`src/rtl/gondola_request_queue_pkg.sv`:
```
// Shared definitions for the gondola lock request queue: side encoding,
// default sizing and small arithmetic helpers.
package lock_pkg;

  typedef enum logic {
    SIDE_OUTER = 1'b0,
    SIDE_INNER = 1'b1
  } side_e;

  localparam int unsigned DEPTH_DEFAULT         = 4;
  localparam int unsigned ARRIVAL_DELAY_DEFAULT = 10;
  localparam int unsigned COUNT_W               = 4;
  localparam int unsigned ETA_W                 = 8;

  function automatic logic [ETA_W-1:0] sat_dec(input logic [ETA_W-1:0] v);
    return (v == '0) ? v : v - ETA_W'(1);
  endfunction

endpackage

```
`src/rtl/gondola_request_queue_if.sv`:
```
// Signal bundle between the arrival switches / lock controller and the
// request queue. The queue itself uses the slave view.
interface gondola_request_queue_if;
  import lock_pkg::*;

  logic               outer_gondola_arrival_sw;
  logic               inner_gondola_arrival_sw;
  logic               req_accept;
  logic               req_valid;
  logic               req_side;
  logic [COUNT_W-1:0] pending_count;
  logic [ETA_W-1:0]   head_eta;
  logic               full;
  logic               overflow;

  modport master (
    output outer_gondola_arrival_sw, inner_gondola_arrival_sw, req_accept,
    input  req_valid, req_side, pending_count, head_eta, full, overflow
  );

  modport slave (
    input  outer_gondola_arrival_sw, inner_gondola_arrival_sw, req_accept,
    output req_valid, req_side, pending_count, head_eta, full, overflow
  );

endinterface

```
`src/rtl/gondola_request_queue_rise_detect.sv`:
```
// One-cycle rising-edge detector for a pre-synchronised level switch.
module rise_detect (
  input  logic clk,
  input  logic reset,
  input  logic level_i,
  output logic rise_o
);

  logic hist_q;

  // History follows the live level in reset too, so a switch already high
  // at reset release is not seen as a fresh edge.
  always_ff @(posedge clk) begin
    hist_q <= level_i;
  end

  assign rise_o = level_i & ~hist_q & ~reset;

endmodule

```
`src/rtl/gondola_request_queue.sv`:
```
// FIFO of gondola arrival requests (one side bit per entry) with a head
// arrival timer that gates the grant to the lock controller.
module gondola_request_queue
  import lock_pkg::*;
#(
  parameter int unsigned DEPTH         = DEPTH_DEFAULT,
  parameter int unsigned ARRIVAL_DELAY = ARRIVAL_DELAY_DEFAULT
) (
  input logic                    clk,
  input logic                    reset,
  gondola_request_queue_if.slave bus
);

  localparam int unsigned        PTR_W    = $clog2(DEPTH);
  localparam logic [PTR_W-1:0]   LAST_PTR = PTR_W'(DEPTH - 1);
  localparam logic [COUNT_W-1:0] DEPTH_C  = COUNT_W'(DEPTH);
  localparam logic [ETA_W-1:0]   DELAY_C  = ETA_W'(ARRIVAL_DELAY);

  function automatic logic [PTR_W-1:0] ptr_inc(input logic [PTR_W-1:0] p);
    return (p == LAST_PTR) ? '0 : p + PTR_W'(1);
  endfunction

  side_e              side_mem_q [DEPTH];
  logic [PTR_W-1:0]   wr_ptr_q, wr_ptr_d;
  logic [PTR_W-1:0]   rd_ptr_q, rd_ptr_d;
  logic [COUNT_W-1:0] count_q, count_d;
  logic [ETA_W-1:0]   timer_q, timer_d;
  logic               overflow_q, overflow_d;

  logic               rise_outer, rise_inner;
  logic               req_valid, deq, enq_outer, enq_inner, head_load;
  logic [COUNT_W-1:0] free_slots;
  logic [PTR_W-1:0]   inner_wr_ptr;

  rise_detect u_rise_outer (
    .clk     (clk),
    .reset   (reset),
    .level_i (bus.outer_gondola_arrival_sw),
    .rise_o  (rise_outer)
  );

  rise_detect u_rise_inner (
    .clk     (clk),
    .reset   (reset),
    .level_i (bus.inner_gondola_arrival_sw),
    .rise_o  (rise_inner)
  );

  assign req_valid = (count_q != '0) && (timer_q == '0);

  always_comb begin
    deq        = req_valid & bus.req_accept;
    // A slot freed by this cycle's dequeue is usable by this cycle's enqueue.
    free_slots = DEPTH_C - count_q + COUNT_W'(deq);
    enq_outer  = rise_outer && (free_slots != '0);
    enq_inner  = rise_inner && (free_slots > COUNT_W'(enq_outer));

    inner_wr_ptr = enq_outer ? ptr_inc(wr_ptr_q) : wr_ptr_q;
    wr_ptr_d     = enq_inner ? ptr_inc(inner_wr_ptr) : inner_wr_ptr;
    rd_ptr_d     = deq ? ptr_inc(rd_ptr_q) : rd_ptr_q;
    count_d      = count_q - COUNT_W'(deq) + COUNT_W'(enq_outer) + COUNT_W'(enq_inner);

    head_load  = ((count_q == '0) && (enq_outer || enq_inner)) || (deq && (count_d != '0));
    timer_d    = head_load ? DELAY_C : sat_dec(timer_q);
    overflow_d = overflow_q | (rise_outer & ~enq_outer) | (rise_inner & ~enq_inner);
  end

  always_ff @(posedge clk) begin
    if (reset) begin
      wr_ptr_q   <= '0;
      rd_ptr_q   <= '0;
      count_q    <= '0;
      timer_q    <= '0;
      overflow_q <= 1'b0;
    end else begin
      wr_ptr_q   <= wr_ptr_d;
      rd_ptr_q   <= rd_ptr_d;
      count_q    <= count_d;
      timer_q    <= timer_d;
      overflow_q <= overflow_d;
    end
  end

  // Entry contents need no reset: count_q alone decides what is live.
  always_ff @(posedge clk) begin
    if (enq_outer) side_mem_q[wr_ptr_q] <= SIDE_OUTER;
    if (enq_inner) side_mem_q[inner_wr_ptr] <= SIDE_INNER;
  end

  assign bus.req_valid     = req_valid;
  assign bus.req_side      = req_valid && (side_mem_q[rd_ptr_q] == SIDE_INNER);
  assign bus.pending_count = count_q;
  assign bus.head_eta      = (count_q != '0) ? timer_q : '0;
  assign bus.full          = (count_q == DEPTH_C);
  assign bus.overflow      = overflow_q;

endmodule

```
`src/flat_wrapper.sv`:
```
// flat-port wrapper written by rule: the top's interface ports become plain ports
module gondola_request_queue_flat import lock_pkg::*;
#(
  parameter int unsigned DEPTH         = DEPTH_DEFAULT,
  parameter int unsigned ARRIVAL_DELAY = ARRIVAL_DELAY_DEFAULT
)
  (clk, reset, bus_outer_gondola_arrival_sw, bus_inner_gondola_arrival_sw, bus_req_accept, bus_req_valid, bus_req_side, bus_pending_count, bus_head_eta, bus_full, bus_overflow);
  gondola_request_queue_if bus_i ();
  input logic clk;
  input logic reset;
  input wire logic [$bits(bus_i.outer_gondola_arrival_sw)-1:0] bus_outer_gondola_arrival_sw;
  input wire logic [$bits(bus_i.inner_gondola_arrival_sw)-1:0] bus_inner_gondola_arrival_sw;
  input wire logic [$bits(bus_i.req_accept)-1:0] bus_req_accept;
  output wire logic [$bits(bus_i.req_valid)-1:0] bus_req_valid;
  output wire logic [$bits(bus_i.req_side)-1:0] bus_req_side;
  output wire logic [$bits(bus_i.pending_count)-1:0] bus_pending_count;
  output wire logic [$bits(bus_i.head_eta)-1:0] bus_head_eta;
  output wire logic [$bits(bus_i.full)-1:0] bus_full;
  output wire logic [$bits(bus_i.overflow)-1:0] bus_overflow;
  assign bus_i.outer_gondola_arrival_sw = bus_outer_gondola_arrival_sw;
  assign bus_i.inner_gondola_arrival_sw = bus_inner_gondola_arrival_sw;
  assign bus_i.req_accept = bus_req_accept;
  assign bus_req_valid = bus_i.req_valid;
  assign bus_req_side = bus_i.req_side;
  assign bus_pending_count = bus_i.pending_count;
  assign bus_head_eta = bus_i.head_eta;
  assign bus_full = bus_i.full;
  assign bus_overflow = bus_i.overflow;
  gondola_request_queue #(.DEPTH(DEPTH), .ARRIVAL_DELAY(ARRIVAL_DELAY)) u_core (.clk(clk), .reset(reset), .bus(bus_i));
endmodule
```
`config.mk`:
```
export PLATFORM = sky130hd
export DESIGN_NAME = gondola_request_queue_flat
export DESIGN_NICKNAME = d
export VERILOG_FILES = /design/src/rtl/gondola_request_queue_pkg.sv /design/src/rtl/gondola_request_queue_if.sv /design/src/rtl/gondola_request_queue_rise_detect.sv /design/src/rtl/gondola_request_queue.sv /design/src/flat_wrapper.sv
export SDC_FILE = /design/constraint.sdc
export NUM_CORES = 1
export LEC_CHECK = 0
export BUFFER_PORTS_ARGS = -buffer_cell sky130_fd_sc_hd__buf_2
export CORE_MARGIN = 10
export CORE_UTILIZATION = 30
export DETAILED_ROUTE_END_ITERATION = 16
export HOLD_SLACK_MARGIN = 0.03
export PLACE_DENSITY = 0.52
export SETUP_SLACK_MARGIN = 0.02
export SLEW_MARGIN = 20
export SYNTH_ARGS = -nofsm -noshare
export SYNTH_HDL_FRONTEND = slang
export SYNTH_SLANG_ARGS = --single-unit
```
`constraint.sdc`:
```
create_clock -name clk -period 9.1 [get_ports clk]
set_input_delay 0.455 -clock clk [delete_from_list [all_inputs] [get_ports clk]]
set_output_delay 0.455 -clock clk [all_outputs]
set_load 0.02 [all_outputs]
```
==> impl_metrics.json <==
{
  "cp_top_family": "simple AND/OR/NAND/NOR gates",
  "crit_path_top_delay_cell": "or4b_1",
  "crit_path_frequent_cell": "inv_1",
  "setup_tns_ns": 0,
  "yosys_most_used_dff": "dfxtp_1",
  "synth-edff-count": 0,
  "layout_min_cycle_time_ns": 5.86,
  "netlist_top_cells_count": "25 x dfxtp_1, 18 x ha_1, 18 x nor2_1",
  "fin_crit_sh_pct": 64.4,
  "fmax_ghz": 0.171,
  "fillers": 536,
  "cts_num_sinks": 25,
  "crit_buf_inv": 4,
  "cts_buffer_depth": 2,
  "stdcell_area_mm2": 0.00177,
  "ctsHoldBuffers": 0,
  "synth_area_leaders": "dfxtp_1 33%, ha_1 15%, nor2b_1 5.3%",
  "p_sw_share_pct": 44.2,
  "hold_end": "u_core.u_rise_outer.hist_q",
  "place_ws_ns": 2.87,
  "grt_setup_unrepaired": "no",
  "antenna_found_initial": 0,
  "cp-end-kind": "register",
  "comb_power_share_pct": 58.9,
  "yosys_warnings": 0,
  "syn-instance-count": 166,
  "synth_area_mm2": 0.00154,
  "fin_cells": 258,
  "h-tree-depth": 1,
  "required_ns": 9.25,
  "setup_viol_count_final": 0,
  "synth_seq_area_share_pct": 32.5,
  "cp.arrival_ns": 6.02,
  "fin_util_pct": 35.1,
  "gp_congestion": 0.768,
  "wire_per_inst_um": 12.6,
  "cts_buffers": 3,
  "p_int_mw": 0.332,
  "hold_start": "bus_outer_gondola_arrival_sw",
  "via_per_inst": 4.57,
  "slew_viol_final": 0,
  "yosys_register_bits": 25,
  "async_flop_share_pct": 0,
  "p_clk_share_pct": 11.2,
  "clk_pin_slew_worst_paths_ns": 0.09,
  "core_mm2": 0.00504,
  "antenna-diode-count": 0,
  "cts_root_buffer": "clkbuf_8",
  "grt_pass1_vias": 1223,
  "dr_total_vias": 1178,
  "maxSlewHeadroom_pct": 50.4,
  "io_buffer_count": 20,
  "tightest_slew_ns": 0.743,
  "crit_path_start_kind": "register",
  "status": "completed",
  "drive_above_1_share_pct": 17.6,
  "die_h_um": 91.6,
  "cpPeakStageDelay_ns": 0.67,
  "ys_types": 43,
  "cts_resized": 0,
  "cp_max_fo": 7,
  "hold_depth": 1,
  "rrSetupSlack_ns": 3.24,
  "synth_top_area_share_pct": 32.5,
  "rows": 26,
  "ff_latch_area_um2": 500,
  "drt_iter0_markers": 45,
  "drt_wl_total_mm": 3.24,
  "ioPinCount": 21,
  "synth_top_cell_by_area": "dfxtp_1",
  "p_leak_nw": 0.780,
  "clk_latency_ns": 0.27,
  "drcViolationCount": 0,
  "areaGrowthSynthToFinish_pct": 15.1,
  "hold_viol": 0,
  "cts_tree": "done",
  "final_nets": 214,
  "dp_cells": 254,
  "maxCapViolCount": 0,
  "drtAntennaViolNets": 0,
  "power.switching_mw": 0.262,
  "grt_max_degree": 17,
  "power_frac_seq_pct": 29.9,
  "track_usage_pct": 8.01,
  "grt_pass1_wl_mm": 5.62,
  "start_util_pct": 30.5,
  "synth_most_common_cell": "dfxtp_1",
  "rr_endpoint": "u_core.timer_q[1]",
  "reg2regPathDepth": 18,
  "path_cells": "or4_4 > or4b_1 > nor3b_4 > inv_1 > ha_1 > inv_1 > ha_1 > or2_2 > a21oi_1 > o41ai_2 > inv_1 > fa_1 > inv_1 > fa_1 > nor3b_1 > or4b_2 > a32oi_1 > a21oi_1",
  "multi_input_area_um2": 963,
  "fin_ws_ns": 3.24,
  "dp_hpwl_mm": 2.56,
  "drt_first_pass_iters": 4,
  "skew_ns": 0.00753,
  "ir_drop_mv": 0.105,
  "placed_area_mm2": 0.00172,
  "globalRouteOverflowTotal": 0,
  "power_density_mw_per_mm2": 335,
  "die_area_mm2": 0.00840,
  "synth.avg_cell_area_um2": 9.27,
  "post-cts-setup-buffers": 0,
  "critPathKind": "reg -> reg",
  "rr_startpoint": "u_core.timer_q[3]",
  "die_w_um": 91.6,
  "syn-num-nets": 191,
  "min_path_type": "in -> reg"
}
[cells by family (layout without fill, tap and decap cells)]
| family | count (synthesis) | count (layout) | share of synthesized area [%] |
|---|---|---|---|
| simple gates | 65 | 65 | 24.6 |
| flops | 25 | 25 | 32.5 |
| fa+ha+maj | 21 | 21 | 17.9 |
| compound gates | 20 | 20 | 9.68 |
| buf+inv | 20 | 42 | 5.37 |
| xor+xnor | 9 | 9 | 5.12 |
| mux | 6 | 6 | 4.88 |
[layout make-up]
cell class / count / share of cell area [%]
clock inverters: 1 / 0.424
inverters: 17 / 3.60
flip-flops and latches: 25 / 28.2
multi-input cells: 121 / 54.4
repair buffers: 21 / 6.07
clock buffers: 3 / 2.33
well taps: 70 / 4.94
[state kept, by name, indices dropped and copies added, names as in the netlist, named ones only]
name                        flops
u_core.timer_q                  8
u_core.u_rise_outer.hist_q      1
u_core.bus.overflow             1
u_core.side_mem_q               4
u_core.u_rise_inner.hist_q      1
u_core.bus.pending_count        4
u_core.wr_ptr_q                 2
u_core.rd_ptr_q                 2
[metal layers]
layer  up-vias  routed length, um  track usage, %
met5         -                  0               0
met4         0                 27            2.35
met3         2                104            2.20
met2        13               1510            13.7
met1       549               1600            9.54
li1        614                  -               -
[worst register-to-register path, cell delays in order (launching register included)]
cell,delay [ns]
dfxtp_1,0.36
or4_4,0.54
or4b_1,0.67
nor3b_4,0.40
inv_1,0.08
ha_1,0.21
inv_1,0.06
ha_1,0.17
or2_2,0.13
a21oi_1,0.08
o41ai_2,0.64
inv_1,0.19
fa_1,0.43
inv_1,0.09
fa_1,0.43
nor3b_1,0.25
or4b_2,0.63
a32oi_1,0.28
a21oi_1,0.10
[power groups by stage]
stage	Clock, mW	Sequential (mW)	Combinational (mW)
floorplan	0	0.179	0.272
global placement	0	0.181	0.355
global route	0.0754	0.185	0.401
CTS	0.0707	0.179	0.354
finish	0.0667	0.178	0.350
detailed placement	0	0.181	0.352
[metrics by stage]
stage          hold WS [ns]  power, mW
6_report              0.312      0.594
5_1_grt               0.309      0.661
4_1_cts               0.304      0.604
3_5_place_dp          0.464      0.533
3_3_place_gp          0.465      0.536
2_1_floorplan         0.437      0.451
[placed cells by master, fill, tap and decap left out, types with 3 or more instances in the layout]
cell type	count
inv_1	17
a21oi_1	4
buf_2	20
nor3_1	3
nor2_1	18
xnor2_1	5
nand3_1	7
dfxtp_1	25
ha_1	18
mux2i_1	3
nor2b_1	13
a22o_1	4
nor3b_1	3
nand2_1	4
xor2_1	4
clkbuf_8	3
[how the worst max path moves through the flow]
stage | start | end | slack [ns] | cells after the start
2_1_floorplan | u_core.timer_q[3] | u_core.timer_q[3] | 3.52 | 19
3_3_place_gp | u_core.timer_q[3] | u_core.timer_q[1] | 3.02 | 18
3_5_place_dp | u_core.timer_q[3] | u_core.timer_q[1] | 2.87 | 18
4_1_cts | u_core.timer_q[3] | u_core.timer_q[1] | 2.83 | 18
5_1_grt | u_core.timer_q[2] | u_core.timer_q[1] | 2.74 | 18
6_report | u_core.timer_q[3] | u_core.timer_q[1] | 3.24 | 18
Note: power is estimated with default switching activity, not from simulation.
